**config.mk**
```make
export PLATFORM = sky130hd
export DESIGN_NAME = mux4_rr_arbiter_flat
export DESIGN_NICKNAME = d
export VERILOG_FILES = /design/src/rtl/mux4_rr_arbiter_if.sv /design/src/rtl/mux4_rr_arbiter.sv /design/src/flat_wrapper.sv
export SDC_FILE = /design/constraint.sdc
export NUM_CORES = 1
export LEC_CHECK = 0
export ABC_CLOCK_PERIOD_IN_PS = 1600
export CAP_MARGIN = 10
export CELL_PAD_IN_SITES_DETAIL_PLACEMENT = 2
export CELL_PAD_IN_SITES_GLOBAL_PLACEMENT = 2
export CORE_MARGIN = 2
export CORE_UTILIZATION = 23
export DETAILED_ROUTE_END_ITERATION = 7
export PLACE_DENSITY_LB_ADDON = 0.2
export SETUP_SLACK_MARGIN = 0.1
export SLEW_MARGIN = 10
export SYNTH_ARGS = -nofsm -noshare
export SYNTH_HDL_FRONTEND = slang
export SYNTH_SLANG_ARGS = --single-unit
```
**constraint.sdc**
```tcl
create_clock -name clk -period 1.6 [get_ports clk]
set_input_delay 0.24 -clock clk [delete_from_list [all_inputs] [get_ports clk]]
set_output_delay 0.24 -clock clk [all_outputs]
set_load 0.02 [all_outputs]
```
**src/rtl/mux4_rr_arbiter_if.sv**
```systemverilog
// Handshake bundle between four requesters, the round-robin arbiter and
// one downstream consumer. The slave modport is the arbiter side.
interface mux4_rr_arbiter_if #(
  parameter int WIDTH = 4
);
  logic [3:0]       in_valid;
  logic [WIDTH-1:0] in_data0;
  logic [WIDTH-1:0] in_data1;
  logic [WIDTH-1:0] in_data2;
  logic [WIDTH-1:0] in_data3;
  logic [3:0]       in_ready;
  logic [1:0]       sel;
  logic             out_valid;
  logic             out_ready;
  logic [WIDTH-1:0] out_data;
  logic [1:0]       out_src;
  logic [7:0]       xfer_count;

  modport slave (
    input  in_valid, in_data0, in_data1, in_data2, in_data3, out_ready,
    output in_ready, sel, out_valid, out_data, out_src, xfer_count
  );

  modport master (
    output in_valid, in_data0, in_data1, in_data2, in_data3, out_ready,
    input  in_ready, sel, out_valid, out_data, out_src, xfer_count
  );
endinterface

```
**src/rtl/mux4_rr_arbiter.sv**
```systemverilog
// Round-robin arbiter for a shared 4:1 mux feeding a single output register
// stage; sustains one word per cycle and is safe under consumer backpressure.
module mux4_rr_arbiter #(
  parameter int WIDTH = 4
) (
  input  logic                clk,
  input  logic                reset_n,
  mux4_rr_arbiter_if.slave    bus
);
  logic [1:0]       ptr_reg, ptr_next;
  logic             out_valid_reg, out_valid_next;
  logic [WIDTH-1:0] out_data_reg, out_data_next;
  logic [1:0]       out_src_reg, out_src_next;
  logic [7:0]       xfer_count_reg, xfer_count_next;

  logic [1:0]       winner;
  logic [1:0]       idx;
  logic             any_req;
  logic             free;
  logic             load;
  logic [3:0]       ready_vec;
  logic [WIDTH-1:0] data_arr [4];

  assign data_arr[0] = bus.in_data0;
  assign data_arr[1] = bus.in_data1;
  assign data_arr[2] = bus.in_data2;
  assign data_arr[3] = bus.in_data3;

  assign any_req = |bus.in_valid;
  assign free    = !out_valid_reg || bus.out_ready;
  assign load    = any_req && free && reset_n;

  // Scan from lowest to highest priority so the last hit is the winner;
  // with no request the winner falls back to ptr, which is what sel shows.
  always_comb begin
    winner = ptr_reg;
    idx    = ptr_reg;
    for (int k = 3; k >= 0; k--) begin
      idx = ptr_reg + 2'(k);
      if (bus.in_valid[idx]) begin
        winner = idx;
      end
    end
  end

  generate
    for (genvar gi = 0; gi < 4; gi++) begin : g_ready
      assign ready_vec[gi] = load && (winner == 2'(gi));
    end
  endgenerate

  assign bus.in_ready   = ready_vec;
  assign bus.sel        = reset_n ? winner : 2'd0;
  assign bus.out_valid  = out_valid_reg;
  assign bus.out_data   = out_data_reg;
  assign bus.out_src    = out_src_reg;
  assign bus.xfer_count = xfer_count_reg;

  always_comb begin
    ptr_next        = ptr_reg;
    out_valid_next  = out_valid_reg;
    out_data_next   = out_data_reg;
    out_src_next    = out_src_reg;
    xfer_count_next = xfer_count_reg;
    if (load) begin
      // A load in FULL with out_ready high overwrites the word being drained.
      out_valid_next  = 1'b1;
      out_data_next   = data_arr[winner];
      out_src_next    = winner;
      ptr_next        = winner + 2'd1;
      xfer_count_next = xfer_count_reg + 8'd1;
    end else if (out_valid_reg && bus.out_ready) begin
      out_valid_next = 1'b0;
    end
  end

  always_ff @(posedge clk or negedge reset_n) begin
    if (!reset_n) begin
      ptr_reg        <= 2'd0;
      out_valid_reg  <= 1'b0;
      out_data_reg   <= '0;
      out_src_reg    <= 2'd0;
      xfer_count_reg <= 8'd0;
    end else begin
      ptr_reg        <= ptr_next;
      out_valid_reg  <= out_valid_next;
      out_data_reg   <= out_data_next;
      out_src_reg    <= out_src_next;
      xfer_count_reg <= xfer_count_next;
    end
  end
endmodule

```
**src/flat_wrapper.sv**
```systemverilog
// flat-port wrapper written by rule: the top's interface ports become plain ports
module mux4_rr_arbiter_flat 
#(
  parameter int WIDTH = 4
)
  (clk, reset_n, bus_in_valid, bus_in_data0, bus_in_data1, bus_in_data2, bus_in_data3, bus_out_ready, bus_in_ready, bus_sel, bus_out_valid, bus_out_data, bus_out_src, bus_xfer_count);
  mux4_rr_arbiter_if #(.WIDTH(WIDTH)) bus_i ();
  input  logic clk;
  input  logic reset_n;
  input wire logic [$bits(bus_i.in_valid)-1:0] bus_in_valid;
  input wire logic [$bits(bus_i.in_data0)-1:0] bus_in_data0;
  input wire logic [$bits(bus_i.in_data1)-1:0] bus_in_data1;
  input wire logic [$bits(bus_i.in_data2)-1:0] bus_in_data2;
  input wire logic [$bits(bus_i.in_data3)-1:0] bus_in_data3;
  input wire logic [$bits(bus_i.out_ready)-1:0] bus_out_ready;
  output wire logic [$bits(bus_i.in_ready)-1:0] bus_in_ready;
  output wire logic [$bits(bus_i.sel)-1:0] bus_sel;
  output wire logic [$bits(bus_i.out_valid)-1:0] bus_out_valid;
  output wire logic [$bits(bus_i.out_data)-1:0] bus_out_data;
  output wire logic [$bits(bus_i.out_src)-1:0] bus_out_src;
  output wire logic [$bits(bus_i.xfer_count)-1:0] bus_xfer_count;
  assign bus_i.in_valid = bus_in_valid;
  assign bus_i.in_data0 = bus_in_data0;
  assign bus_i.in_data1 = bus_in_data1;
  assign bus_i.in_data2 = bus_in_data2;
  assign bus_i.in_data3 = bus_in_data3;
  assign bus_i.out_ready = bus_out_ready;
  assign bus_in_ready = bus_i.in_ready;
  assign bus_sel = bus_i.sel;
  assign bus_out_valid = bus_i.out_valid;
  assign bus_out_data = bus_i.out_data;
  assign bus_out_src = bus_i.out_src;
  assign bus_xfer_count = bus_i.xfer_count;
  mux4_rr_arbiter #(.WIDTH(WIDTH)) u_core (.clk(clk), .reset_n(reset_n), .bus(bus_i));
endmodule
```
; Yosys cells after proc, flatten, opt, wreduce, memory -nomap -nowiden
; Cells that the tools add are included.
[word_totals]
reg_bits = 17
output_inout_bits = 21
word_cells = 49
[op_classes]
n_mux = 18
magnitude_cmp = 5
eq_ne = 3
bitwise = 1
addsub = 5
n_reduce_logical = 12
[op_table]
columns = cell, count
row1 = $lt A2 B3 Y1 const B, 4
row2 = $mux W2, 5
row3 = $add A8 B1 Y8 const B, 1
row4 = $bmux W1 S2, 4
row5 = $bmux W4 S2, 1
row6 = $mux W4, 2
row7 = $logic_and A1 B1 Y1, 7
row8 = $mux W1, 6
row9 = $add A2 B1 Y2 const B, 2
row10 = $add A2 B2 Y2 const B, 2
row11 = $eq A2 B2 Y1 const B, 2
row12 = $reduce_or A4 Y1, 1
row13 = $ge A3 B3 Y1 const B, 1
row14 = $not A2 Y3, 1
row15 = $eq A2 B1 Y1 const B, 1
row16 = $logic_not A2 Y1, 1
row17 = $reduce_bool A2 Y1, 1
row18 = $logic_not A1 Y1, 1
row19 = $logic_or A1 B1 Y1, 1

; Longest topological paths before layout
; Gate-level depths: netlist of run 1.
[depth]
ltp_word = 11
depth_mapped = 6
depth_no_buf = 5

; Least setup slack after synthesis of run 1
; No wires, ideal clock.
[synth_path]
kind = register to output
start = reg u_core.ptr_reg[1]
end = out bus_in_ready[1]
t_arrival_ns = 1.353
path_buffers = 1
setup_slack_ns = 0.007
path_stages_with_launch = 7
path_cell_list = dfrtp_1 -> nand2_1 -> a21oi_1 -> o221ai_2 -> nand2b_1 -> buf_4 -> nor2_1
[synth_between]
elab_chain_len = 9
elab_cells_between_ends = 17
[synth_lines]
columns = element, line_no
row1 = start: declaration, mux4_rr_arbiter.sv:10  ; logic [1:0] ptr_reg, ptr_next;
row2 = start signal: assignment, mux4_rr_arbiter.sv:85  ; ptr_reg <= ptr_next;
row3 = $add A2 B2 Y2, mux4_rr_arbiter.sv:39  ; idx = ptr_reg + 2'(k);
row4 = $bmux W1 S2, mux4_rr_arbiter.sv:40  ; if (bus.in_valid[idx]) begin
row5 = $mux W1 (not written as such), mux4_rr_arbiter.sv:40
row6 = $mux W2 (3 in a row), mux4_rr_arbiter.sv:40
row7 = $mux W2 (*), mux4_rr_arbiter.sv:40
row8 = $eq A2 B1 Y1 (*), mux4_rr_arbiter.sv:48  ; assign ready_vec[gi] = load && (winner == 2'(gi));
row9 = $logic_and A1 B1 Y1 (*), mux4_rr_arbiter.sv:48
row10 = end: declaration, flat_wrapper.sv:16  ; output wire logic [$bits(bus_i.in_ready)-1:0] bus_in_ready;
; Mark *: on every way between the ends. The rest lies on a longest branch, timed or not. The select of a mux whose other input is x is not followed.

; Worst setup path after layout of run 1
[layout_path]
start = reg u_core.ptr_reg[1]
end = out bus_in_ready[0]
[layout_between]
elab_chain_len = 9
elab_cells_between_ends = 17
[layout_lines]
columns = element, line_no
row1 = $add A2 B2 Y2, mux4_rr_arbiter.sv:39
row2 = $bmux W1 S2, mux4_rr_arbiter.sv:40
row3 = $mux W1 (not written as such), mux4_rr_arbiter.sv:40
row4 = $mux W2 (3 in a row), mux4_rr_arbiter.sv:40
row5 = $mux W2 (*), mux4_rr_arbiter.sv:40
row6 = $logic_not A2 Y1 (*), mux4_rr_arbiter.sv:48
row7 = $logic_and A1 B1 Y1 (*), mux4_rr_arbiter.sv:48
; Marks and branches as above.

==> results of run 1 <==
power breakdown:
group | internal [mW] | total, mW | switching (mW)
logic | 0.809 | 1.56 | 0.752
clock network | 0.176 | 0.354 | 0.178
registers | 0.585 | 0.763 | 0.178
logic make-up (layout without fill, tap and decap cells):
family	after synthesis	count (layout)	synth area share (%)
muxes	8	8	8.355
and+or+nand+nor	37	37	18.02
xor gates and xnor gates	8	8	7.311
adders and majority gates	1	1	1.305
DFF	17	17	44.39
AOI/OAI and AO/OA	16	16	16.32
buffers and inverters	7	84	4.308
routing by layer:
metal	vias up	track usage, %	wire length [µm]
li1	481	-	-
met1	512	20.35	1661
met2	20	28.25	2268
met3	4	2.273	114
met4	0	3.750	36
met5	-	0	0
worst register-to-register path, delay by kind of cell, from the launching register on:
family                 cells  cell delay (ns)
flip-flops                 1             0.46
AND/OR/NAND/NOR            1             0.08
buffers and inverters      3             0.46
AO/OA/AOI/OAI              3             0.42
multiplexers               1             0.26
synth_stat cells:
| cell | instances | share of area [%] |
|---|---|---|
| nor2_1 | 8 | 3.1 |
| o41ai_2 | 1 | 1.7 |
| xnor2_1 | 7 | 6.4 |
| nor2b_1 | 2 | 1.3 |
| buf_4 | 2 | 1.6 |
| ha_1 | 1 | 1.3 |
| xor2_1 | 1 | 0.91 |
| o31ai_1 | 1 | 0.78 |
| nor2b_2 | 1 | 0.91 |
| nand3b_1 | 1 | 0.78 |
| inv_1 | 2 | 0.78 |
| a21oi_1 | 2 | 1.0 |
| o21ai_1 | 3 | 1.6 |
| o21ai_2 | 1 | 0.91 |
| nand2_1 | 17 | 6.7 |
| buf_6 | 1 | 1.2 |
| nand2b_1 | 3 | 2.0 |
| mux2i_1 | 8 | 8.4 |
| dfrtp_1 | 17 | 44 |
| a21boi_2 | 1 | 1.2 |
| inv_2 | 2 | 0.78 |
| o221ai_2 | 5 | 7.8 |
| nand4_1 | 4 | 2.6 |
| and3_1 | 1 | 0.65 |
| o21ai_0 | 1 | 0.52 |
| a21o_1 | 1 | 0.78 |
per-stage QoR:
stage	instances	setup WS, ns	area [µm²]	TNS [ns]	hold slack (ns)
floorplan	94	0.09553	970.9	0	-0.05559
global placement	208	-0.8227	1618	-10.26	0.4626
detailed placement	208	-0.8673	1618	-11.79	0.4689
CTS	216	-0.2573	1773	-2.008	0.3267
global route	221	-0.3653	1903	-3.267	0.3375
finish	221	-0.2816	1903	-2.127	0.2960
worst max-delay path by stage:
stage                                             start         endpoint
after floorplan           u_core.ptr_reg[1]$_DFFE_PN0P_  bus_in_ready[1]
final                     u_core.ptr_reg[1]$_DFFE_PN0P_  bus_in_ready[0]
after CTS                 u_core.ptr_reg[1]$_DFFE_PN0P_  bus_in_ready[0]
after detailed placement                bus_in_valid[0]  bus_in_ready[0]
after global routing      u_core.ptr_reg[1]$_DFFE_PN0P_  bus_in_ready[0]
after global placement                  bus_in_valid[0]  bus_in_ready[0]
timing repair:
item	in CTS	in global routing
gates resized for setup	70	31
hold buffers	0	0
pin swaps	10	6
setup buffers	5	6
endpoints found under the setup margin	30	21
gates cloned	0	0
area by class of cell:
| class | instances | area, µm² |
|---|---|---|
| clock buffer | 3 | 41.29 |
| sequential | 17 | 426.7 |
| fill | 417 | 2097 |
| multi-input combinational | 70 | 651.9 |
| clock inverter | 1 | 7.507 |
| inverter | 4 | 15.01 |
| timing repair buffer | 76 | 698.2 |
| tap | 50 | 62.56 |
==> flow_summary.yaml, run 1 <==
outcome:
  outcome: "finished with violations"
  failed_checks: "setup timing"
sta:
  fin_crit_sh_pct: 117.6
  min_period_ns: 1.882
  hold_violations: 0
  setup_violations: 11
  slew_headroom_pct: 77.43
  tightest_slew_ns: 0.3374
  fmax_mhz: 531.5
  skew_ns: 0.001116
  slew_viol_final: 0
  fin_ws_ns: -0.2816
  rsz0062_at_grt: "true"
floorplanning:
  io_pins: 44
  coreArea_um2: 4000
  die_h_um: 68.55
  die_area_um2: 4699
  start_util_pct: 23.96
  die_x_um: 68.55
  rows: 23
worst_setup_path:
  cp.required_ns: 1.36
  cp_num_cells: 6
  crit_arrival_ns: 1.64
  r2r-end: "u_core.bus.out_data[2]$_DFFE_PN0P_"
  path_cells: "nand2_1, a21oi_2, o221ai_2, nand2_2, nor2_2, buf_6"
  cp_top_family: "flip-flops"
  critPathKind: "register to primary output"
  rr_startpoint: "u_core.ptr_reg[1]$_DFFE_PN0P_"
  end_kind: "primary output"
  cp.buffers_inverters: 1
  startpoint_type: "register"
  r2r_cells: 8
  cp_max_fo: 6
  r2r_slack_ns: -0.21
  slowest_stage: "dfrtp_2"
  cp_slowest_stage_delay_ns: 0.46
clock_network:
  cts_tree: "built"
  clock-root-buffer: "clkbuf_8"
  cts_sinks: 17
  clk_latency_ns: 0.26
  clk_pin_slew_ns: 0.08
  htreeDepth: 1
  cts_buffers: 3
  clock_path_buffers: 2
grt:
  track_usage_pct: 15.94
  gr-total-overflow: 0
  antenna_found_initial: 0
  grt_pass1_vias: 1119
  grt_max_degree: 18
  grt_pass1_wl_mm: 5.499
power_and_ir_drop:
  p_leak_nw: 0.8964
  power_mw: 2.677
  p_per_area_nw_per_um2: 1407
  ir_drop_mv: 0.6376
yosys:
  netlist_area_um2: 958.4
  synth.avg_cell_area_um2: 10.20
  ys_ff_latch: 17
  synth_nets: 118
  ys_seq_area_share_pct: 44.39
  synth_warnings: 0
  synthCells: 94
  ys_types: 26
routing:
  avgRoutedWirePerCell_um: 18.47
  viasPerCell: 4.602
  drtIter0Drc: 13
  dr.pass1.iters: 4
  vias: 1017
  wl_mm: 4.081
  drc: 0
  ant_nets: 0
hold_path:
  min_path_type: "input port to asynchronous set/reset pin"
final_layout:
  largest_reg_flops: 8
  diodes: 0
  mostFrequentLayoutCells: "buf_4 (27), clkdlybuf4s50_1 (19), nand2_1 (16), dfrtp_1 (16), buf_6 (11)"
  nets: 196
  fin_util_pct: 47.58
  final_common_cell: "buf_4"
  drive_gt1_share_pct: 47.95
  area_growth_pct: 98.56
place:
  dp_hpwl_mm: 2.700
  place.gp.congestion: 0.7174
  port_buffers: 43
run:
  drv_cap: 0
Power figures use the tool's default switching activity.
==> inputs of run 2 (changes only) <==
GPL_ROUTABILITY_DRIVEN = 0   (was default)
SETUP_SLACK_MARGIN = 0.05   (was 0.1)
==> run 2 against run 1 <==
Net effect:
- the run still ends with setup timing left
- maximum frequency increased by 0.38%
- combinational power increased by 3%
- clock skew increased by 0.0034 ns
- via count about the same
- cell area increased by 1.1%
- core utilization increased by 0.50 points
- critical path type unchanged
- highest routed layer unchanged
==> flow_summary.yaml, run 2 (synthesis results as in run 1) <==
clock_network:
  clk_pin_slew_ns: 0.08
  clk_latency_ns: 0.26
  cts.hold.buffers_added: 0
  cts_tree: "built"
  clock-root-buffer: "clkbuf_8"
  cts_sinks: 17
  htreeDepth: 1
  clock_path_buffers: 2
  cts_buffers: 3
power_and_ir_drop:
  internal_power_mw: 1.587
  p_clk_share_pct: 12.6
  combPwrFrac_pct: 58.9
  power.switching_mw: 1.147
  sw_frac_of_total_pct: 41.96
  p_per_area_nw_per_um2: 1421
  power_frac_seq_pct: 28.5
  p_leak_nw: 0.8681
  ir_drop_mv: 0.5867
worst_setup_path:
  critPathKind: "register to primary output"
  cp.required_ns: 1.36
  cp_max_fo: 7
  end_kind: "primary output"
  startpoint_type: "register"
  crit_arrival_ns: 1.63
final_layout:
  diodes: 0
  final_cell_area_um2: 1923
  largest_reg_flops: 8
  nets: 196
  final_common_cell: "clkdlybuf4s50_1"
  area_growth_pct: 100.7
  drive_gt1_share_pct: 49.12
  mostFrequentLayoutCells: "clkdlybuf4s50_1 (24), buf_4 (23), dfrtp_1 (16), buf_6 (15), nand2_1 (14)"
routing:
  drc: 0
  viasPerCell: 4.597
  dr.pass1.iters: 2
  ant_nets: 0
  avgRoutedWirePerCell_um: 19.60
  wl_mm: 4.332
  vias: 1016
  drtIter0Drc: 6
floorplanning:
  io_pins: 44
  coreArea_um2: 4000
  die_area_um2: 4699
  rows: 23
  start_util_pct: 23.96
  die_h_um: 68.55
  die_x_um: 68.55
place:
  post_dp_cell_area_um2: 1583
  dp_hpwl_mm: 2.730
  port_buffers: 43
grt:
  track_usage_pct: 18.85
  grt_max_degree: 18
  grt_pass1_vias: 1143
  antenna_found_initial: 0
  gr-total-overflow: 0
  grt_pass1_wl_mm: 6.223
sta:
  hold_slack_ns: 0.2946
  min_period_ns: 1.874
  setup_violations: 13
  fin_crit_sh_pct: 117.2
  hold_violations: 0
  tightest_slew_ns: 0.3371
  rsz0062_at_grt: "true"
  skew_ns: 0.004499
  fmax_mhz: 533.5
  fin_ws_ns: -0.2745
  slew_viol_final: 0
  slew_headroom_pct: 77.45
hold_path:
  min_path_type: "input port to asynchronous set/reset pin"
run:
  drv_cap: 0
outcome:
  outcome: "finished with violations"
  failed_checks: "setup timing"
[run 2: cell count changes in the layout (fill, tap and decap cells not counted), moves of 2 or more]
cell and change:
clkdlybuf4s50_1 +5, buf_4 -4, buf_6 +4, dlymetal6s2s_1 -3
mux2i_4 -3, clkbuf_2 -2, mux2i_2 +2, nand2_1 -2
nand2_2 +2, nor2_4 +2
[run 2: area by class of cell]
type	count	area (µm²)
clock buffers	3	41.29
clock inverters	1	5.005
fillers	417	2077
inverters	4	15.01
multi-input cells	70	660.6
flip-flops and latches	17	426.7
well taps	50	62.56
repair buffers	76	711.9
[run 2: final timing paths]
path	start	endpoint	slack, ns	depth (start not counted)
min	reset_n	u_core.bus.xfer_count[5]$_DFFE_PN0P_	0.29	3
max reg2reg	u_core.ptr_reg[1]$_DFFE_PN0P_	u_core.bus.out_data[1]$_DFFE_PN0P_	-0.13	7
max	u_core.ptr_reg[1]$_DFFE_PN0P_	bus_in_ready[2]	-0.27	6
min in group clk	u_core.bus.xfer_count[7]$_DFFE_PN0P_	u_core.bus.xfer_count[7]$_DFFE_PN0P_	0.48	1
min reg2reg	u_core.bus.xfer_count[7]$_DFFE_PN0P_	u_core.bus.xfer_count[7]$_DFFE_PN0P_	0.48	1
max in group asynchronous	reset_n	u_core.ptr_reg[1]$_DFFE_PN0P_	1.09	3
[run 2: routing by layer]
metal | part of all wire [%] | up-vias | wire length [µm] | global-route usage [%]
met5 | 0 | - | 0 | 0
met4 | 1.3 | 0 | 55 | 4.500
met3 | 2.7 | 4 | 117 | 2.110
met2 | 56 | 19 | 2429 | 36.78
met1 | 40 | 514 | 1730 | 21.54
li1 | - | 479 | - | -
[run 2: worst max-delay path, cell delays in order (launching register included)]
cell and delay [ns]:
dfrtp_2 0.47, nand3b_1 0.16, o31ai_4 0.09, o21ai_2 0.22
inv_2 0.14, nor2_2 0.17, buf_6 0.13
[run 2: metrics by stage]
step | total power, mW | utilization (%) | setup slack [ns] | std cells | TNS (ns)
after detailed placement | 2.020 | 39.57 | -0.9510 | 205 | -12.48
after CTS | 2.521 | 44.73 | -0.2066 | 217 | -1.263
after global placement | 1.954 | 39.57 | -0.8239 | 205 | -10.46
after floorplan | 1.368 | - | 0.007252 | 94 | 0
final | 2.734 | 48.08 | -0.2745 | 221 | -2.011
after global routing | 2.879 | 48.08 | -0.3458 | 221 | -2.934
[run 2: repair_timing]
| action | 4_1_cts | 5_1_grt |
|---|---|---|
| setup endpoints to repair | 28 | 18 |
| gates resized for setup | 78 | 35 |
| pin swaps | 12 | 8 |
| setup buffers | 8 | 7 |
| gates cloned | 1 | 0 |
[run 2: power groups by stage]
stage,combinational [mW],sequential [mW],clock (mW)
after floorplan,0.480,0.888,0
after global placement,1.21,0.746,0
after detailed placement,1.26,0.759,0
after CTS,1.41,0.761,0.349
after global routing,1.71,0.806,0.367
final,1.61,0.779,0.345
